$ cat src/rtl/baw_pkg.sv
// Shared encodings for the Black-and-White game controller: FSM states,
// result codes, leader values and button indices/priority.
package baw_pkg;

   typedef enum logic [2:0] {
      INIT    = 3'd0,
      RASP    = 3'd1,
      BAWP    = 3'd2,
      P1_TURN = 3'd3,
      P2_TURN = 3'd4,
      MATCH   = 3'd5,
      GAME    = 3'd6
   } state_e;

   typedef enum logic [1:0] {
      RES_NONE = 2'b00,
      RES_P1   = 2'b01,
      RES_P2   = 2'b10,
      RES_DRAW = 2'b11
   } res_e;

   localparam logic LEADER_P1 = 1'b0;
   localparam logic LEADER_P2 = 1'b1;

   localparam int N_BTN      = 5;
   localparam int BTN_CENTER = 0;
   localparam int BTN_TOP    = 1;
   localparam int BTN_BOTTOM = 2;
   localparam int BTN_LEFT   = 3;
   localparam int BTN_RIGHT  = 4;

   typedef enum logic [2:0] {
      PR_NONE,
      PR_BOTTOM,
      PR_CENTER,
      PR_TOP,
      PR_LEFT,
      PR_RIGHT
   } press_e;

   // Only one press acts per cycle; bottom must win so a reset request is never lost.
   function automatic press_e pick_press(input logic [N_BTN-1:0] p);
      if (p[BTN_BOTTOM]) return PR_BOTTOM;
      if (p[BTN_CENTER]) return PR_CENTER;
      if (p[BTN_TOP])    return PR_TOP;
      if (p[BTN_LEFT])   return PR_LEFT;
      if (p[BTN_RIGHT])  return PR_RIGHT;
      return PR_NONE;
   endfunction

endpackage

$ cat src/rtl/baw_btn_edge.sv
// Rising-edge detector: a press is a level that was low on the previous cycle.
module baw_btn_edge #(
   parameter int W = 5
) (
   input  logic         clk,
   input  logic         reset,
   input  logic [W-1:0] level,
   output logic [W-1:0] press
);

   logic [W-1:0] prev_q, prev_d;

   always_comb prev_d = level;

   always_ff @(posedge clk or posedge reset) begin
      if (reset) prev_q <= '0;
      else       prev_q <= prev_d;
   end

   assign press = level & ~prev_q;

endmodule

$ cat src/rtl/baw_game_ctrl.sv
// Black-and-White game controller: card commits, turn order, round scoring
// and game termination, driven by edge-detected button presses.
module baw_game_ctrl
   import baw_pkg::*;
#(
   parameter int N_CARDS  = 9,
   parameter int N_ROUNDS = 9,
   parameter int CW       = $clog2(N_CARDS),
   parameter int RW       = $clog2(N_ROUNDS + 1)
) (
   input  logic               clk,
   input  logic               reset,
   input  logic               btn_center,
   input  logic               btn_top,
   input  logic               btn_bottom,
   input  logic               btn_left,
   input  logic               btn_right,
   input  logic [N_CARDS-1:0] sw,
   output logic [2:0]         state,
   output logic [N_CARDS-1:0] p1_used,
   output logic [N_CARDS-1:0] p2_used,
   output logic [CW-1:0]      p1_card,
   output logic [CW-1:0]      p2_card,
   output logic               p1_locked,
   output logic               p2_locked,
   output logic               p1_black,
   output logic               p2_black,
   output logic               leader,
   output logic [RW-1:0]      round,
   output logic [RW-1:0]      win,
   output logic [RW-1:0]      lose,
   output logic [RW-1:0]      draw,
   output logic [1:0]         match_result,
   output logic [1:0]         game_result,
   output logic               finish,
   output logic               err
);

   localparam logic [RW-1:0]      ROUND_MAX = RW'(N_ROUNDS);
   localparam logic [N_CARDS-1:0] SW_ONE    = N_CARDS'(1);

   function automatic logic is_onehot(input logic [N_CARDS-1:0] v);
      return (v != '0) && ((v & (v - SW_ONE)) == '0);
   endfunction

   function automatic logic [CW-1:0] encode(input logic [N_CARDS-1:0] v);
      logic [CW-1:0] idx;
      idx = '0;
      for (int i = 0; i < N_CARDS; i++)
         if (v[i]) idx = CW'(i);
      return idx;
   endfunction

   function automatic logic [RW-1:0] sat_inc(input logic [RW-1:0] c);
      return (c == ROUND_MAX) ? c : c + RW'(1);
   endfunction

   logic [N_BTN-1:0] btn_lvl, btn_press;
   press_e           pr;

   assign btn_lvl = {btn_right, btn_left, btn_bottom, btn_top, btn_center};

   baw_btn_edge #(.W(N_BTN)) u_btn_edge (
      .clk   (clk),
      .reset (reset),
      .level (btn_lvl),
      .press (btn_press)
   );

   assign pr = pick_press(btn_press);

   // Index 0 is P1, index 1 is P2 throughout.
   state_e                   state_q, state_d;
   logic [1:0][N_CARDS-1:0]  used_q, used_d;
   logic [1:0][CW-1:0]       card_q, card_d;
   logic [1:0]               lock_q, lock_d;
   logic                     leader_q, leader_d;
   logic [RW-1:0]            round_q, round_d;
   logic [RW-1:0]            win_q, win_d;
   logic [RW-1:0]            lose_q, lose_d;
   logic [RW-1:0]            draw_q, draw_d;
   res_e                     mres_q, mres_d;
   res_e                     gres_q, gres_d;
   logic                     err_q, err_d;

   logic pl;
   logic commit_ok;
   logic finish_w;

   assign pl        = (state_q == P2_TURN);
   assign commit_ok = is_onehot(sw) && ((used_q[pl] & sw) == '0) && !lock_q[pl];
   assign finish_w  = (int'(win_q) * 2 > N_ROUNDS) || (int'(lose_q) * 2 > N_ROUNDS) ||
                      (round_q == ROUND_MAX);

   always_comb begin
      state_d  = state_q;
      used_d   = used_q;
      card_d   = card_q;
      lock_d   = lock_q;
      leader_d = leader_q;
      round_d  = round_q;
      win_d    = win_q;
      lose_d   = lose_q;
      draw_d   = draw_q;
      mres_d   = mres_q;
      gres_d   = gres_q;
      err_d    = 1'b0;

      if (pr == PR_BOTTOM) begin
         state_d  = INIT;
         used_d   = '0;
         card_d   = '0;
         lock_d   = '0;
         leader_d = LEADER_P1;
         round_d  = '0;
         win_d    = '0;
         lose_d   = '0;
         draw_d   = '0;
         mres_d   = RES_NONE;
         gres_d   = RES_NONE;
      end else begin
         unique case (state_q)
            INIT: if (pr == PR_CENTER) state_d = RASP;
            RASP: if (pr == PR_TOP)    state_d = BAWP;
            BAWP: begin
               unique case (pr)
                  // The follower may only play once the leader has committed.
                  PR_LEFT: begin
                     if (leader_q == LEADER_P2 && !lock_q[1]) err_d   = 1'b1;
                     else                                     state_d = P1_TURN;
                  end
                  PR_RIGHT: begin
                     if (leader_q == LEADER_P1 && !lock_q[0]) err_d   = 1'b1;
                     else                                     state_d = P2_TURN;
                  end
                  PR_CENTER: begin
                     if (&lock_q) begin
                        state_d = MATCH;
                        round_d = sat_inc(round_q);
                        if (card_q[0] > card_q[1]) begin
                           mres_d   = RES_P1;
                           win_d    = sat_inc(win_q);
                           leader_d = LEADER_P1;
                        end else if (card_q[0] < card_q[1]) begin
                           mres_d   = RES_P2;
                           lose_d   = sat_inc(lose_q);
                           leader_d = LEADER_P2;
                        end else begin
                           mres_d   = RES_DRAW;
                           draw_d   = sat_inc(draw_q);
                        end
                     end else begin
                        err_d = 1'b1;
                     end
                  end
                  default: ;
               endcase
            end
            P1_TURN, P2_TURN: begin
               if (pr == PR_CENTER) begin
                  if (commit_ok) begin
                     card_d[pl] = encode(sw);
                     used_d[pl] = used_q[pl] | sw;
                     lock_d[pl] = 1'b1;
                     state_d    = BAWP;
                  end else begin
                     err_d = 1'b1;
                  end
               end else if (pr == PR_TOP) begin
                  state_d = BAWP;
               end
            end
            MATCH: begin
               if (pr == PR_TOP) begin
                  if (finish_w) begin
                     state_d = GAME;
                     if (win_q > lose_q)      gres_d = RES_P1;
                     else if (lose_q > win_q) gres_d = RES_P2;
                     else                     gres_d = RES_DRAW;
                  end else begin
                     state_d = RASP;
                     lock_d  = '0;
                     mres_d  = RES_NONE;
                  end
               end
            end
            default: ;
         endcase
      end
   end

   always_ff @(posedge clk or posedge reset) begin
      if (reset) begin
         state_q  <= INIT;
         used_q   <= '0;
         card_q   <= '0;
         lock_q   <= '0;
         leader_q <= LEADER_P1;
         round_q  <= '0;
         win_q    <= '0;
         lose_q   <= '0;
         draw_q   <= '0;
         mres_q   <= RES_NONE;
         gres_q   <= RES_NONE;
         err_q    <= 1'b0;
      end else begin
         state_q  <= state_d;
         used_q   <= used_d;
         card_q   <= card_d;
         lock_q   <= lock_d;
         leader_q <= leader_d;
         round_q  <= round_d;
         win_q    <= win_d;
         lose_q   <= lose_d;
         draw_q   <= draw_d;
         mres_q   <= mres_d;
         gres_q   <= gres_d;
         err_q    <= err_d;
      end
   end

   assign state        = state_q;
   assign p1_used      = used_q[0];
   assign p2_used      = used_q[1];
   assign p1_card      = card_q[0];
   assign p2_card      = card_q[1];
   assign p1_locked    = lock_q[0];
   assign p2_locked    = lock_q[1];
   assign p1_black     = card_q[0][0];
   assign p2_black     = card_q[1][0];
   assign leader       = leader_q;
   assign round        = round_q;
   assign win          = win_q;
   assign lose         = lose_q;
   assign draw         = draw_q;
   assign match_result = mres_q;
   assign game_result  = gres_q;
   assign finish       = finish_w;
   assign err          = err_q;

endmodule

$ cat config.mk
export PLATFORM = sky130hd
export DESIGN_NAME = baw_game_ctrl
export DESIGN_NICKNAME = d
export VERILOG_FILES = /design/src/rtl/baw_pkg.sv /design/src/rtl/baw_btn_edge.sv /design/src/rtl/baw_game_ctrl.sv
export SDC_FILE = /design/constraint.sdc
export NUM_CORES = 1
export LEC_CHECK = 0
export CAP_MARGIN = 20
export CORE_ASPECT_RATIO = 0.75
export CORE_MARGIN = 5
export CORE_UTILIZATION = 60
export DETAILED_ROUTE_END_ITERATION = 8
export DONT_BUFFER_PORTS = 1
export GPL_ROUTABILITY_DRIVEN = 0
export PLACE_DENSITY = 0.76
export REMOVE_ABC_BUFFERS = 1
export SLEW_MARGIN = 10
export SYNTH_ARGS = -nofsm -noshare
export SYNTH_HDL_FRONTEND = slang
export SYNTH_SLANG_ARGS = --single-unit
export TNS_END_PERCENT = 50
$ cat constraint.sdc
create_clock -name clk -period 3.35 [get_ports clk]
set_input_delay 0 -clock clk [delete_from_list [all_inputs] [get_ports clk]]
set_output_delay 0 -clock clk [all_outputs]
set_load 0.02 [all_outputs]
Word level (Yosys, flattened, before mapping). Index checks and enable logic that the tools add are counted.

Bitwise operators: 7. Mux-type cells: 126. $mul: 0. Div/mod/pow operators: 0. Add/subtract/negate cells: 5. Shift-type cells: 0. Reduce and logical (&&, ||, !) cells: 41. $lt $le $gt $ge: 8. Equal/unequal tests: 32.

Operators with widths (count): $mux 4 (37); $mux 18 (4); $mux 3 (20); $mux 1 (33); $mux 8 (4); $mux 2 (14); $mux 9 (3); $ne 3x3->1 const B (7); $reduce_bool 2->1 (10); $and 9x9->9 (2); $bwmux 18 (1); $logic_not 9->1 (2); $add 4x1->4 const B (4); $eq 4x4->1 const B (4); $ne 4x4->1 const B (4); $pmux 3 s5 (1); $reduce_and 5->1 (3); $eq 3x2->1 const B (4); $eq 3x3->1 const B (4); $gt 4x4->1 (3); $reduce_and 6->1 (2); $gt 5x4->1 const B (2); $ne 2x2->1 const B (5); $demux 9 s1 (1); 31 further kinds (45).

Memories: 0. Latch bits: 0. Bits of input ports: 16. Register bits after elaboration: 58. Memory bits (read-only): 0. RAM bits: 0.

Longest topological paths before layout.
Depth after elaboration: 27. Gate-level depth with buffers: 9.

By module. From an unflattened synthesis, not the netlist that was laid out.

Cell total of the unflattened synthesis: 364. Area, all modules: 3485.8 um^2.

By module, submodules not included: baw_game_ctrl (cells each 353, area an instance 3288.2 um^2, times used 1); baw_btn_edge (cells each 11, area an instance 197.7 um^2, times used 1).

Least setup slack after synthesis. OpenSTA, ideal clock, no wires.

Path kind: flip-flop to flip-flop. Start: register state_q[1], in the netlist state[1]. End: register state_q[2], in the netlist state[2]. Cell stages (with the launch flop): 9. Required time: 3.222 ns. Clock period less this slack: 2.875 ns. Slack: 0.475 ns. Path buffers: 1. Arrival time: 2.748 ns. Cells stage by stage: dfrtp_1 or3b_1 buf_2 a211oi_1 a211oi_1 or4_1 or2_1 a21o_1 mux2_1.

Cells in the longest elaborated chain, start to end: 9. Elaborated cells between the ends (all ways): 27.

RTL lines: from (decl) (RTL line baw_game_ctrl.sv:73) `state_e state_q, state_d;`; from (signal assigned) (RTL line baw_game_ctrl.sv:207) `state_q <= state_d;`; $eq 3x3->1 (RTL line baw_game_ctrl.sv:90, baw_game_ctrl.sv:122); $mux 9 (implied by the code) (2 in a row) (RTL line baw_game_ctrl.sv:91) `assign commit_ok = is_onehot(sw) && ((used_q[pl] & sw) == '0) && !lock_q[pl];`; $and 9x9->9 (RTL line baw_game_ctrl.sv:91); $logic_not 9->1 (RTL line baw_game_ctrl.sv:91); $logic_and 1x1->1 (2 in a row) (RTL line baw_game_ctrl.sv:91); $ne 4x4->1 (no source line); $reduce_and 8->1 (no source line).

Several ways; a longest one is shown, not always the timed one. The select of a mux whose other input is x is not followed. A chain may end at the register's enable or synchronous reset.

Worst setup path after layout.
Start: register state_q[0], in the netlist state[0]. End: register state_q[2], in the netlist state[2].

The elaborated chain is that of the path after synthesis.

==> results by group <==
Status
  – Status: complete, no violations

Clock network
  – CTS buffer count: 9
  – Root buf cell: clkbuf_8
  – Max Root-Sink Buffers: 2
  – Clk_lat worst skew: 340 ps
  – Resized cells post-CTS: 0
  – CTS tree: done
  – Clock slew at the register clock pins of the worst setup and hold paths: 70 ps
  – H-Tree Depth: 3
  – # clock sinks: 58
  – Postcts setup bufs: 0

Global route
  – Grt ovf: 0
  – Overall routing resource usage: 0.254
  – Initial antenna violation count: 0
  – Number of global-route vias before repair: about 2700
  – First-pass GRT wire length: 13700 um
  – Largest net degree at the start of global routing: 45

Logic synthesis
  – EDFF count, synth: 0
  – Warnings, synthesis: 0
  – Cells after Synth: 360
  – Most frequent cells after synthesis: dfrtp_1, nor2_1, a21oi_1
  – Post-synth top flop: dfrtp_1
  – Share of Yosys cell area claimed by the top area cell type: 0.438
  – Synth area leaders: dfrtp_1, ha_1, nor2_1
  – #FFs+latches synth: 58
  – Number of distinct library cells after synthesis: 55
  – Cell area after synthesis: between 3000 and 4000 um^2
  – Most common cell in the synthesized netlist: dfrtp_1
  – Mean Syn Cell Area: roughly 9.2 um^2
  – Seq/Total Area, Yosys: 0.438
  – Post-synth top area cell: dfrtp_1
  – Post-synth ARST share: 1.00

Power and ir drop
  – Final Power: between 1.5 and 2 mW
  – Static Leak: 1.72 nW
  – Switching Share: 0.251
  – Pwr dens: about 470 nW/um^2
  – Reg power frac: 0.403
  – Combinational Power Share: 0.147
  – Clock share of power: 0.450
  – Psw: roughly 450 uW
  – Internal: roughly 1.4 mW
  – Peak VDD IR: 0.270 mV

Place
  – I/O Buffers: 0
  – Placed standard-cell area: around 3400 um^2
  – Detail Placement HPWL: just under 6000 um

Layout
  – Final Cell Area: about 3800 um^2
  – Area grow syn2layout: 15.6%
  – Ant diodes: 0
  – Layout net count: ~420
  – Layout cells sized above 1: 0.0984
  – Post-Route Utilization: 0.716

Detailed routing
  – Via count: ~2800
  – Vias/cell: about 6.1
  – DRC viols: 0
  – Routed Antenna Nets: 0
  – Drt pass-1 iters: 5
  – Drt initial violations: roughly 210
  – Routed Wire Length: between 8000 and 9000 um
  – WL/cell: between 15 and 20 um

Floorplan
  – Io pins: 72
  – Initial core utilization: 0.619
  – Die width: around 96 um
  – Row cnt: 23
  – Core Region: between 5000 and 6000 um^2
  – Chip Height: roughly 74 um
  – Die ar.: approximately 7000 um^2

Worst hold path
  – HP Class: in2reg

Setup path
  – Crit path DAT: ~3200 ps
  – CP startpoint kind: register
  – Crit path capture type: register
  – Critical Path RT: about 3600 ps
  – CP Class: reg2reg
  – Worst-path maximum fanout: 11

Timing
  – Final Hold Viols: 0
  – Clk_skew: between 8 and 9 ps
  – RSZ-0062 raised after global routing: no
  – Minimum clock period: 3020 ps
  – Fin Setup TNS: 0 ps
  – Setup Viol. Count Final: 0
  – Slew @ Worst Pin: between 600 and 700 ps
  – Max Slew Vio Count: 0
  – F_max: around 330 MHz
  – Slew Limit Headroom: 0.563
  – Final period util: 0.900
  – WHS: around 27 ps

Flow run
  – Number of max-cap violations: 0
==> critical path: stages (launching register included) <==
cell	delay (ps)
dfrtp_1	370
or3b_1	650
a211oi_1	340
a211oi_1	60
or4_1	600
or2_1	320
a21o_1	240
mux2_1	310
==> flip-flops by register name (all words and copies together) (netlist names) <==
name / count
state: 3
win: 4
p1_card: 4
p2_card: 4
lock_q: 2
p2_used: 9
err: 1
match_result: 2
round: 4
leader: 1
game_result: 2
u_btn_edge.prev_q: 5
lose: 4
draw: 4
p1_used: 9
==> per-layer routing <==
metal,vias to the layer above,wire length [um],GRT usage
li1,1313,-,-
met1,1355,3650,0.345
met2,135,3630,0.371
met3,14,969,0.109
met4,0,106,0.0757
met5,-,0,0
==> per-stage QoR <==
step / cells / worst slack (ps)
detailed placement: 430 / 374
CTS: 461 / 360
finish: 461 / 335
global placement: 430 / 433
global route: 461 / 200
floorplan: 342 / -48.6
==> power by group through the flow <==
stage               sequential [mW]  combinational [mW]  clock [mW]
global route                  0.729               0.294       0.860
finish                        0.728               0.265       0.813
CTS                           0.728               0.263       0.824
floorplan                     0.780               0.136           0
detailed placement            0.741               0.244           0
global placement              0.740               0.241           0
==> cell type report <==
type	count	area (um^2)
multi-input cells	262	1700
fillers	405	1520
flip-flops and latches	58	1450
repair buffers	28	248
clock buffers	12	155
clock inverters	4	97.6
well taps	75	93.8
inverters	22	82.6
==> logic make-up (layout without fill, tap and decap cells) <==
logic type | count (synthesis) | in the layout | synth area share
AOI/OAI and AO/OA | 83 | 83 | 0.155
xor gates and xnor gates | 10 | 10 | 0.0264
adders and majority gates | 19 | 19 | 0.0709
buffers and inverters | 40 | 66 | 0.0491
DFF | 58 | 58 | 0.438
muxes | 18 | 18 | 0.0551
and+or+nand+nor | 132 | 132 | 0.206
==> what timing repair did <==
item | 4_1_cts | 5_1_grt
setup endpoints to repair | 0 | 0
hold endpoints to repair | 62 | 0
hold buffers | 15 | 0
==> placed cells by master (no fill, tap or decap), types with 4 or more instances in the layout <==
| cell | count |
|---|---|
| xnor2_1 | 6 |
| inv_1 | 21 |
| dfrtp_1 | 58 |
| ha_1 | 18 |
| nand2_1 | 19 |
| o22ai_1 | 4 |
| a21oi_1 | 38 |
| nand4_1 | 4 |
| dlygate4sd3_1 | 15 |
| xor2_1 | 4 |
| o21ai_0 | 14 |
| nor3_1 | 7 |
| nand2b_1 | 6 |
| buf_4 | 13 |
| nor2_1 | 53 |
| nor2b_1 | 7 |
| mux2i_1 | 16 |
| a211oi_1 | 5 |
| nand3_1 | 7 |
| clkbuf_8 | 11 |
==> worst paths after layout <==
path / from / to / slack [ps] / cells past startpoint
max: state[0] / state[2] / 330 / 7
min: sw[6] / p2_card[0] / 30 / 3
max reg2reg: state[0] / state[2] / 330 / 7
min reg2reg: match_result[1] / match_result[1] / 650 / 2
max in group asynchronous: reset / state[2] / 2330 / 3
min in group asynchronous: reset / p1_card[2] / 210 / 2
(Power assumes the default switching activity.)
